==> config.mk <==
export PLATFORM = sky130hd
export DESIGN_NAME = spi_master_shifter
export DESIGN_NICKNAME = d
export VERILOG_FILES = /design/src/rtl/spi_master_shifter.sv
export SDC_FILE = /design/constraint.sdc
export NUM_CORES = 1
export LEC_CHECK = 0
export BUFFER_PORTS_ARGS = -buffer_cell sky130_fd_sc_hd__clkbuf_2
export CORE_ASPECT_RATIO = 1.25
export CORE_MARGIN = 4
export CORE_UTILIZATION = 56
export CTS_CLUSTER_SIZE = 40
export DETAILED_ROUTE_END_ITERATION = 16
export GPL_TIMING_DRIVEN = 0
export PLACE_DENSITY = 0.91
export SYNTH_ARGS = -nofsm -noshare
export SYNTH_HDL_FRONTEND = slang
export SYNTH_SLANG_ARGS = --single-unit
==> constraint.sdc <==
create_clock -name clk -period 5.7 [get_ports clk]
set_clock_uncertainty 0.1 [all_clocks]
set_input_delay 1.425 -clock clk [delete_from_list [all_inputs] [get_ports clk]]
set_output_delay 1.425 -clock clk [all_outputs]
set_load 0.01 [all_outputs]
==> src/rtl/spi_master_shifter.sv <==
// SPI mode-0 master shifter: pops bytes from a TX FIFO and shifts them out MSB first on mosi.
// Latency: first SCLK rise 2+CLK_DIV clk after the pop request; one byte takes 16*CLK_DIV clk.
// Backpressure: a byte starts only when en=1 and fifo_empty=0; an empty FIFO or en=0 ends the burst via HOLD.
//
// Ports:
//   clk, rst_n             system clock (rising edge), asynchronous active-low reset
//   en                     permission to start new bytes (never aborts a byte in flight)
//   fifo_empty             TX FIFO empty flag
//   fifo_rd_data[7:0]      TX FIFO data, valid the cycle after a fifo_rd_en cycle
//   fifo_rd_en             registered one-cycle pop request per byte
//   sclk, mosi, miso, cs_n SPI bus, mode 0 (SCLK idles low, sample on rise, shift on fall)
//   rx_data[7:0]           last received byte
//   rx_valid               one-cycle strobe qualifying rx_data
//   busy                   high whenever the FSM is not in IDLE
//
// Optional feature: define SPI_RX_CAPTURE_EN to build the receive path. Without it miso
// is ignored and rx_data/rx_valid are tied to zero; transmit behaviour is unchanged.

module spi_master_shifter #(
    parameter int CLK_DIV = 4,  // clk cycles per SCLK half-period, 1..255
    parameter int CS_HOLD = 2   // clk cycles cs_n stays low after the last falling edge, 1..255
) (
    input  logic       clk,
    input  logic       rst_n,
    input  logic       en,
    input  logic       fifo_empty,
    input  logic [7:0] fifo_rd_data,
    output logic       fifo_rd_en,
    output logic       sclk,
    output logic       mosi,
    input  logic       miso,
    output logic       cs_n,
    output logic [7:0] rx_data,
    output logic       rx_valid,
    output logic       busy
);

    // Counters are sized to hold exactly 0..terminal; a parameter of 1 still needs one bit.
    localparam int DIV_W  = (CLK_DIV > 1) ? $clog2(CLK_DIV) : 1;
    localparam int HOLD_W = (CS_HOLD > 1) ? $clog2(CS_HOLD) : 1;

    localparam logic [DIV_W-1:0]  DIV_TC  = DIV_W'(CLK_DIV - 1);
    localparam logic [HOLD_W-1:0] HOLD_TC = HOLD_W'(CS_HOLD - 1);

    typedef enum logic [2:0] {
        ST_IDLE  = 3'd0,
        ST_POP   = 3'd1,
        ST_LOAD  = 3'd2,
        ST_SHIFT = 3'd3,
        ST_HOLD  = 3'd4
    } state_t;

    state_t             state;
    state_t             state_nxt;

    logic [DIV_W-1:0]   div_cnt;
    logic [2:0]         bit_cnt;
    logic [HOLD_W-1:0]  hold_cnt;
    // Bit 7 goes straight from fifo_rd_data to mosi at LOAD, so only the
    // remaining seven bits need to be kept for shifting.
    logic [6:0]         tx_sr;

    logic               can_pop;
    logic               div_tc;
    logic               sclk_rise;
    logic               sclk_fall;
    logic               last_fall;
    logic               hold_done;

    assign can_pop   = en && !fifo_empty;
    assign div_tc    = (div_cnt == DIV_TC);
    // Edge strobes are qualified by the current sclk level: a terminal count
    // with sclk low produces a rising edge, with sclk high a falling edge.
    assign sclk_rise = (state == ST_SHIFT) && div_tc && !sclk;
    assign sclk_fall = (state == ST_SHIFT) && div_tc && sclk;
    assign last_fall = sclk_fall && (bit_cnt == 3'd7);
    assign hold_done = (state == ST_HOLD) && (hold_cnt == HOLD_TC);

    assign busy = (state != ST_IDLE);

    // ------------------------------------------------------------------
    // State register
    // ------------------------------------------------------------------
    always_ff @(posedge clk or negedge rst_n) begin
        if (!rst_n) begin
            state <= ST_IDLE;
        end else begin
            state <= state_nxt;
        end
    end

    // ------------------------------------------------------------------
    // Next-state logic
    // ------------------------------------------------------------------
    always_comb begin
        state_nxt = state;
        case (state)
            ST_IDLE: begin
                if (can_pop) begin
                    state_nxt = ST_POP;
                end
            end
            ST_POP: begin
                state_nxt = ST_LOAD;
            end
            ST_LOAD: begin
                state_nxt = ST_SHIFT;
            end
            ST_SHIFT: begin
                // Back-to-back bytes skip HOLD so cs_n never blips high inside a burst.
                if (last_fall) begin
                    state_nxt = can_pop ? ST_POP : ST_HOLD;
                end
            end
            ST_HOLD: begin
                if (hold_done) begin
                    state_nxt = ST_IDLE;
                end
            end
            default: begin
                state_nxt = ST_IDLE;
            end
        endcase
    end

    // ------------------------------------------------------------------
    // Transmit datapath, SCLK generation and chip select
    // ------------------------------------------------------------------
    always_ff @(posedge clk or negedge rst_n) begin
        if (!rst_n) begin
            fifo_rd_en <= 1'b0;
            sclk       <= 1'b0;
            mosi       <= 1'b0;
            cs_n       <= 1'b1;
            div_cnt    <= '0;
            bit_cnt    <= 3'd0;
            hold_cnt   <= '0;
            tx_sr      <= 7'd0;
        end else begin
            // POP is only ever entered from IDLE or SHIFT, so this is a
            // single-cycle pulse aligned with the POP state.
            fifo_rd_en <= (state_nxt == ST_POP);

            case (state)
                ST_LOAD: begin
                    tx_sr   <= fifo_rd_data[6:0];
                    mosi    <= fifo_rd_data[7];
                    cs_n    <= 1'b0;
                    sclk    <= 1'b0;
                    div_cnt <= '0;
                    bit_cnt <= 3'd0;
                end
                ST_SHIFT: begin
                    if (div_tc) begin
                        div_cnt <= '0;
                        sclk    <= ~sclk;
                        // Falling edge: advance to the next bit, except after
                        // bit 0 where mosi keeps its value between bytes.
                        if (sclk && (bit_cnt != 3'd7)) begin
                            bit_cnt <= bit_cnt + 3'd1;
                            mosi    <= tx_sr[6];
                            tx_sr   <= {tx_sr[5:0], 1'b0};
                        end
                    end else begin
                        div_cnt <= div_cnt + DIV_W'(1);
                    end
                    if (last_fall) begin
                        hold_cnt <= '0;
                    end
                end
                ST_HOLD: begin
                    if (hold_done) begin
                        cs_n     <= 1'b1;
                        hold_cnt <= '0;
                    end else begin
                        hold_cnt <= hold_cnt + HOLD_W'(1);
                    end
                end
                default: begin
                end
            endcase
        end
    end

    // ------------------------------------------------------------------
    // Receive path
    // ------------------------------------------------------------------
`ifdef SPI_RX_CAPTURE_EN
    logic [7:0] rx_sr;

    always_ff @(posedge clk or negedge rst_n) begin
        if (!rst_n) begin
            rx_sr    <= 8'h00;
            rx_data  <= 8'h00;
            rx_valid <= 1'b0;
        end else begin
            rx_valid <= last_fall;
            if (sclk_rise) begin
                rx_sr <= {rx_sr[6:0], miso};
            end
            // All eight rising edges precede the 8th falling edge, so rx_sr
            // already holds the complete byte here.
            if (last_fall) begin
                rx_data <= rx_sr;
            end
        end
    end
`else
    logic unused_miso;
    logic unused_sclk_rise;

    assign unused_miso      = miso;
    assign unused_sclk_rise = sclk_rise;
    assign rx_data          = 8'h00;
    assign rx_valid         = 1'b0;
`endif

endmodule
==> metrics.txt, run 1 <==
total iterations of the first detailed-routing run=4; Yosys cell types=31; syn avg cell area=11.7 um2; R2R Setup Slk=3.74 ns; clk buf depth=2; CTS Buf Count=3; Leak=0.000648 uW; H-tree depth=1; antenna violations before repair=0; HP Class=flip-flop to flip-flop; Power Density=365 nW/um2; CP Capture Type=output port; final net count=140; Max Clock Freq=0.328 GHz; GPL Wtd Cong=0.697; Tcrit/Tclk final=0.535; worst r2r src=bit_cnt[0]; total setup buffers inserted after CTS=0; global-route wire length before repair=3460 um; CP Cell Sequence=clkbuf_1 -> nor2_1 -> nand2_1 -> clkbuf_2; crit-path max FO=10; Top Ports=27; EDFF count, synth=0; largest net degree at the start of global routing=21; vias in the first global route=826; global-route usage over all layers=0.169; Async S/R FF share, synth=1.00; Final Hold Viols=0; vias per cell=5.50; placed insts=138; Clock Latency Late Sink=0.30 ns; Worst Hold End=div_cnt[1]; commonest non-fill, non-tap cell in the layout=dfrtp_1; ys flop type=dfrtp_1; Max stage delay on crit path=0.47 ns; share of layout cells above drive strength 1=0.350; DRC=0; final wirelength=1870 um; Post-Syn Area=1110 um2; CP bufs+invs=2; PostCTS Resize Cnt=0; sequential area share after synthesis=0.450; Area growth syn-to-layout=14.4%; Die H=57.9 um; FF+latch count, synth=20; Final setup viols=0; worst reg2reg path depth=5; slowest CP cell=dfrtp_1; Cells after Synth=95; Antenna Nets Post-Route=0; Final Util=0.697; fin. max-slew vios=0; status=complete, no violations; CP top delay family=buffers and inverters; min Tclk post-route=3.05 ns; starting DRC count in detailed routing=15; Data required, critical path=4.18 ns; setup TNS=0 ns; die width=47.9 um; Sink Count=20; commonest cells after routing, fill and taps aside=19 x dfrtp_1, 16 x clkbuf_2, 9 x buf_4, 9 x conb_1, 8 x nand2_1; Power, Total=466 uW; reg-to-reg critical path endpoint=mosi; number of port buffers=16; max_cap viols=0; worst hold margin=0.407 ns; global route overflow=0; Worst Hold Launch=div_cnt[1]; Ys Warns=0; CP arrival=1.52 ns; cts hold-fix bufs=0; RSZ-0062 raised after global routing=false; Antenna diodes=0; drt wl/cell=13.2 um; crit path launch type=flip-flop; Initial Util=0.609; clk root buf=clkbuf_4; maximum VDD drop=0.203 mV; hold path depth=2; DIE AREA=2770 um2; WS Path Type=flip-flop to output port; Vias=781; CTS tree=yes; Core Footprint=1830 um2; fin cells=142; clk slew on worst S/H paths=0.11 ns; Site Rows=17
how the worst max path moves through the flow:
stage             start  endpoint  slack (ns)  cells after the start
6_report       state[0]      busy        2.65                      4
5_1_grt        state[0]      busy        2.51                      4
4_1_cts        state[0]      busy        2.67                      4
3_5_place_dp   state[0]      busy        3.01                      4
3_3_place_gp   state[0]      busy        3.04                      4
2_1_floorplan  state[0]      busy        3.23                      3
state kept, by name, summed over array words and instances (netlist names), 2 cells and up:
signal,cells
bit_cnt,3
state,3
div_cnt,2
tx_sr,7
worst min-delay path, delay by kind of cell (launching register included):
family,cells,cell delay (ns)
flip-flops,1,0.37
AND/OR/NAND/NOR,1,0.05
AO/OA/AOI/OAI,1,0.06
final cells by class:
cell class                      count  area (um2)
Fill cell                         154         554
Multi-Input combinational cell     69         541
Sequential cell                    20         502
Buffer                             13        98.8
Timing Repair Buffer               16        80.1
Clock buffer                        4        26.3
Tap cell                           19        23.8
Inverter                            1        3.75
where the power goes:
group	switching (uW)	internal, uW
sequential	28.6	186
clock	42.2	27.2
combinational	75.1	107
per-stage QoR:
stage	setup WS (ns)	instance area [um2]
2_1_floorplan	3.23	1140
3_3_place_gp	3.04	1250
3_5_place_dp	3.01	1250
4_1_cts	2.67	1270
5_1_grt	2.51	1270
6_report	2.65	1270
routing by layer:
metal  vias to the layer above  global-route usage  share of wire
met3                         4              0.0186          0.048
met2                        25               0.299           0.52
li1                        372                   -              -
met1                       380               0.197           0.41
met5                         -                   0              0
met4                         0              0.0692          0.017
cell families (layout without fill, tap and decap cells):
kind of cell / after synthesis / after routing / share of synthesized area
simple gates: 26 / 26 / 0.132
flops: 20 / 20 / 0.450
compound gates: 16 / 16 / 0.113
mux: 15 / 15 / 0.175
buf+inv: 14 / 34 / 0.0920
fa+ha+maj: 3 / 3 / 0.0337
other cells: 1 / 9 / 0.00336
cells in the mapped netlist (3+ instances only):
master,n,area [um2]
dfrtp_1,19,475
buf_4,9,67.6
nand2_1,8,30.0
mux2_1,7,78.8
mux2_4,7,105
nor2_1,6,22.5
o21ai_0,5,25.0
a22o_1,3,26.3
ha_1,3,37.5
nor2b_1,3,18.8
No activity file was read; power rests on OpenSTA's default activity.
==> run 2: changes to the inputs <==
Settings changed: ABC_AREA set to 1, CORE_UTILIZATION 56 to 46, PLACE_DENSITY 0.91 to 0.82.
Clock period 5.7 ns to 2.6 ns, I/O delays scaled along.
==> run 2 against run 1 <==
  * First-iteration DRC count decreased by 20%
  * Critical path depth decreased by 1
  * Sequential share of layout area increased by 1.4 points
  * Largest power group is now combinational cells
==> metrics.txt, run 2 <==
Power Density=966 nW/um2 (was 365 nW/um2); Synth top area share=0.455 (was 0.426); clk buf depth=2 (unchanged); DRC=0 (unchanged); most common cell in the synthesized netlist=nand2_1 (was dfrtp_1); global-route usage over all layers=0.146 (was 0.169); crit path launch type=flip-flop (unchanged); multiplexer share of the synthesized area=0 (was 0.175); Async S/R FF share, synth=1.00 (unchanged); ys flop type=dfrtp_1 (unchanged); top cell type by total area after synthesis=dfrtp_1 (unchanged); Tcrit/Tclk final=0.739; HP Class=input port to asynchronous set/reset pin (was flip-flop to flip-flop); Ys Warns=0 (unchanged); Vias=845 (was 781); Leak=0.000659 uW (was 0.000648 uW); Cells after Synth=124 (was 95); clk slew on worst S/H paths=0.11 ns (about the same); worst reg2reg path depth=7 (was 5); EDFF count, synth=0 (unchanged); DP HPWL=1570 um; share of layout cells above drive strength 1=0.270 (was 0.350); most frequent cells after synthesis=27 x nand2_1, 19 x dfrtp_1, 17 x inv_1 (was 19 x dfrtp_1, 9 x buf_4, 8 x nand2_1); commonest non-fill, non-tap cell in the layout=nand2_1 (was dfrtp_1); Core Footprint=2190 um2 (was 1830 um2); Final setup viols=0 (unchanged); DIE AREA=3110 um2 (was 2770 um2); worst r2r src=bit_cnt[0] (unchanged); Yosys cell types=23 (was 31); Antenna diodes=0 (unchanged); largest registers=tx_sr x7, bit_cnt x3, state x3 (unchanged); largest net degree at the start of global routing=21 (unchanged); syn avg cell area=8.44 um2 (was 11.7 um2); CTS tree=yes (unchanged); Post-Synth Simple-Gate Area=0.173 (was 0.132); final net count=169 (was 140); dpl ws=0.870 ns (was 3.01 ns); post-synthesis adder-cell area fraction=0.0359 (was 0.0337); GPL Wtd Cong=0.800 (was 0.697); Antenna Nets Post-Route=0 (unchanged); drt wl/cell=10.9 um (was 13.2 um); Clock Latency Late Sink=0.29 ns (was 0.30 ns); number of port buffers=16 (unchanged); Power, Total=1190 uW (was 466 uW); Setup WS post-layout=0.678 ns (was 2.65 ns); sequential area share after synthesis=0.480 (was 0.450); clk root buf=clkbuf_4 (unchanged); Largest register FFs=7 (unchanged); PostCTS Resize Cnt=0 (unchanged); Sink Count=20 (unchanged); max_cap viols=0 (unchanged); fin. max-slew vios=0 (unchanged); starting DRC count in detailed routing=12 (was 15); vias in the first global route=810 (was 826); R2R Setup Slk=0.87 ns (was 3.74 ns); post-synthesis compound-gate area fraction=0.156 (was 0.113); final wirelength=1990 um (was 1870 um); H-tree depth=1 (unchanged); maximum VDD drop=0.523 mV (was 0.203 mV); total iterations of the first detailed-routing run=4 (unchanged); Biggest register=tx_sr (unchanged); Final Hold Viols=0 (unchanged); commonest cells after routing, fill and taps aside=27 x nand2_1, 19 x dfrtp_1, 17 x inv_1, 17 x clkbuf_2, 13 x o21ai_0 (was 19 x dfrtp_1, 16 x clkbuf_2, 9 x buf_4, 9 x conb_1, 8 x nand2_1); die width=50.7 um (was 47.9 um); worst slew pin tran=0.510 ns; Rel. slew slack=0.660; min Tclk post-route=1.92 ns; Final Cell Area=1230 um2 (was 1270 um2); Max Clock Freq=0.520 GHz; Data required, critical path=1.85 ns (was 4.18 ns); Post-Syn Area=1050 um2 (was 1110 um2); synth top area cells=dfrtp_1 45%, nand2_1 9.7%, buf_4 7.2% (was dfrtp_1 43%, mux2_4 9.4%, mux2_1 7.1%); global-route wire length before repair=3400 um (was 3460 um); Area growth syn-to-layout=17.7% (was 14.4%); placed cell area=1190 um2 (was 1250 um2); Site Rows=19 (was 17); Initial Util=0.478 (was 0.609); fin cells=183 (was 142); FILL cells=219 (was 154); Top Ports=27 (unchanged); FF+latch count, synth=20 (unchanged); WS Path Type=flip-flop to output port (unchanged); antenna violations before repair=0 (unchanged); setup TNS=0 ns (unchanged); CP Capture Type=output port (unchanged); placed insts=179 (was 138); crit-path max FO=7 (was 10); total setup buffers inserted after CTS=0 (unchanged); largest family of logic cells by synthesized area=simple AND/OR/NAND/NOR gates (was multiplexers); XOR/XNOR share of the synthesized area=0 (unchanged); RSZ-0062 raised after global routing=false (unchanged); CP arrival=1.17 ns (was 1.52 ns); reg-to-reg critical path endpoint=tx_sr[2] (was mosi); status=complete, no violations (unchanged); Die H=61.3 um (was 57.9 um); global route overflow=0 (unchanged); cts hold-fix bufs=0 (unchanged); vias per cell=4.62 (was 5.50); CTS Buf Count=3 (unchanged)
-- run 2: cell types whose count changed in the layout (fill, tap and decap cells not counted), sizes merged, moves of 2 or more --
cell	delta
nand2	+20
inv	+17
o21ai	+16
mux2	-15
nand2b	-3
nand3	+3
nor2	+3
nor2b	-3
a22o	-2
nand3b	-2
nor3	-2
o32ai	-2
-- run 2: kinds of logic after synthesis --
logic type | after synthesis
DFF | 20
buffers and inverters | 30
and+or+nand+nor | 43
adders and majority gates | 3
AOI/OAI and AO/OA | 27
other | 1
-- run 2: final cells by class --
class,instances,area (um2),area share
flip-flops and latches,20,502,0.408
multi-input cells,82,415,0.337
plain buffers,12,91.3,0.0742
repair buffers,16,80.1,0.0650
inverters,18,67.6,0.0549
well taps,31,38.8,0.0315
clock buffers,4,36.3,0.0295
-- run 2: worst max-delay path by stage --
stage	start	endpoint	slack [ns]	cells past startpoint
final	state[0]	busy	0.68	3
after global routing	state[0]	busy	0.62	3
after detailed placement	bit_cnt[0]	tx_sr[0]	0.87	7
after floorplan	bit_cnt[0]	tx_sr[0]	1.06	7
after global placement	bit_cnt[0]	tx_sr[1]	0.93	7
after CTS	state[0]	busy	0.68	3
-- run 2: critical path, stage by stage, from the launching register on --
cell	delay (ns)
dfrtp_1	0.48
nor2_1	0.16
nand2_1	0.10
clkbuf_2	0.14
-- run 2: power by group --
part	switching, uW	internal [uW]
Sequential	64.3	417
Combinational	312	219
Clock	91.4	85.3
-- run 2: stage by stage --
step                utilization  hold WS, ns
floorplan                     -        0.254
global placement          0.546        0.369
detailed placement        0.546        0.366
CTS                       0.563        0.210
global route              0.563        0.220
finish                    0.563        0.203
-- run 2: routing by layer --
layer  vias up  track usage  share of wire
met2        17        0.271           0.52
li1        436            -              -
met3         2       0.0242          0.046
met4         0       0.0577         0.0050
met5         -            0              0
met1       390        0.171           0.43
==> run 3: changes to the inputs <==
Settings changed: CORE_UTILIZATION 46 to 51, PLACE_DENSITY 0.82 to 0.85.
Clock period 2.6 ns to 2 ns, I/O delays scaled along.
==> run 3 against run 2 <==
  * Non-clock buffer count did not move
  * Power rose by 30%
  * Global-route usage fell by 0.27 points
  * Combinational power rose by 29%
  * Utilization rose by 5.8 points
  * Routed wire length fell by 3.8%
  * Sequential power rose by 32%
  * Critical endpoint is now tx_sr[2]
==> metrics.txt, run 3 (synthesis results as in run 2) <==
crit path launch type=flip-flop (unchanged); vias in the first global route=813 (was 810); FILL cells=183 (was 219); Clock Latency Late Sink=0.30 ns (was 0.29 ns); CP Capture Type=flip-flop (was output port); vias per cell=4.81 (was 4.62); worst hold margin=0.0392 ns (was 0.203 ns); number of port buffers=16 (unchanged); clk buf depth=2 (unchanged); Antenna Nets Post-Route=0 (unchanged); global route overflow=0 (unchanged); Sw Pwr=611 uW (was 468 uW); DP HPWL=1520 um (was 1570 um); crit-path max FO=10 (was 7); Vias=828 (was 845); Final Hold Viols=0 (unchanged); placed cell area=1180 um2 (was 1190 um2); Data required, critical path=2.08 ns (was 1.85 ns); Crit. Startpoint=bit_cnt[0] (was state[0]); Site Rows=18 (was 19); Die H=58.6 um (was 61.3 um); HP Class=input port to asynchronous set/reset pin (unchanged); Initial Util=0.534 (was 0.478); Biggest register=tx_sr (unchanged); share of layout cells above drive strength 1=0.270 (unchanged); fin. max-slew vios=0 (unchanged); Clock power frac=0.149 (about the same); WS Path Type=flip-flop to flip-flop (was flip-flop to output port); Multi-input gate area=415 um2 (unchanged); switching share of power=0.394 (was 0.393); min Tclk post-route=1.78 ns; global-route usage over all layers=0.144 (was 0.146); total setup buffers inserted after CTS=0 (unchanged); Final Cell Area=1220 um2 (was 1230 um2); Reg power frac=0.409 (was 0.405); worst reg2reg path depth=7 (unchanged); Core Footprint=1960 um2 (was 2190 um2); Top Ports=27 (unchanged); H-tree depth=1 (unchanged); RSZ-0062 raised after global routing=false (unchanged); R2R Setup Slk=0.22 ns (was 0.87 ns); maximum VDD drop=0.649 mV (was 0.523 mV); reg-to-reg critical path endpoint=tx_sr[2] (unchanged); CTS tree=yes (unchanged); commonest cells after routing, fill and taps aside=27 x nand2_1, 19 x dfrtp_1, 17 x inv_1, 17 x clkbuf_2, 13 x o21ai_0 (unchanged); max_cap viols=0 (unchanged); Reg area=502 um2 (unchanged); global-route wire length before repair=3330 um (was 3400 um); Largest register FFs=7 (unchanged); cts hold-fix bufs=0 (unchanged); largest registers=tx_sr x7, bit_cnt x3, state x3 (unchanged); Tcrit/Tclk final=0.892; DIE AREA=2840 um2 (was 3110 um2); final net count=169 (unchanged); CTS Buf Count=3 (unchanged); Power Density=1270 nW/um2 (was 966 nW/um2); Max Clock Freq=0.561 GHz; Final setup viols=0 (unchanged); Leak=0.000659 uW (unchanged); clk root buf=clkbuf_4 (unchanged); final wirelength=1920 um (was 1990 um); PostCTS Resize Cnt=0 (unchanged); Sink Count=20 (unchanged); total iterations of the first detailed-routing run=4 (unchanged); antenna violations before repair=0 (unchanged); starting DRC count in detailed routing=11 (was 12); clk slew on worst S/H paths=0.11 ns (about the same); die width=48.5 um (was 50.7 um); worst r2r src=bit_cnt[0] (unchanged); setup TNS=0 ns (unchanged); Antenna diodes=0 (unchanged); drt wl/cell=11.2 um (was 10.9 um); GPL Wtd Cong=0.803 (was 0.800); largest net degree at the start of global routing=21 (unchanged); CP arrival=1.87 ns (was 1.17 ns); commonest non-fill, non-tap cell in the layout=nand2_1 (unchanged); status=complete, no violations (unchanged); DRC=0 (unchanged); Area growth syn-to-layout=16.4% (was 17.7%); Gate power share=0.442 (was 0.447); Int Pwr=938 uW (was 722 uW)
run 3: cell counts in the layout (fill, tap and decap cells not counted):
Identical to the previous run, type by type.
run 3: cell type report:
cell class              count  area share
clock buffers               4      0.0298
plain buffers              12      0.0750
well taps                  20      0.0206
inverters                  18      0.0555
flip-flops and latches     20       0.412
multi-input cells          82       0.341
repair buffers             16      0.0658
run 3: power by group through the flow:
stage	clock network (uW)	logic [uW]	registers (uW)
2_1_floorplan	0	537	620
6_report	231	684	633
4_1_cts	233	697	631
3_3_place_gp	0	654	628
3_5_place_dp	0	697	639
5_1_grt	255	790	647
run 3: metrics by stage:
step / utilization / setup slack, ns / power (uW) / cells
2_1_floorplan: - / 0.463 / 1160 / 132
3_3_place_gp: 0.603 / 0.334 / 1280 / 168
3_5_place_dp: 0.603 / 0.214 / 1340 / 168
4_1_cts: 0.621 / 0.193 / 1560 / 172
5_1_grt: 0.621 / 0.0658 / 1690 / 172
6_report: 0.621 / 0.216 / 1550 / 172
run 3: worst max-delay path by stage:
stage               cells after the start          to  slack, ns
floorplan                               7    tx_sr[0]       0.46
global route                            7    tx_sr[2]       0.07
detailed placement                      7    tx_sr[2]       0.21
global placement                        7  bit_cnt[1]       0.33
finish                                  7    tx_sr[2]       0.22
CTS                                     7    tx_sr[2]       0.19
run 3: worst max-delay path: stages (launching register included):
cell and delay [ns]:
dfrtp_1 0.41, ha_1 0.21, ha_1 0.21, inv_1 0.06, nand3_1 0.06, a21oi_1 0.24
clkbuf_2 0.27, o21ai_0 0.12
run 3: layer usage:
layer,up-vias,track usage,wire length (um),share of wire
met2,18,0.250,979,0.51
met3,2,0.0278,93,0.048
met5,-,0,0,0
met1,373,0.180,828,0.43
li1,435,-,-,-
met4,0,0.0462,17,0.0089
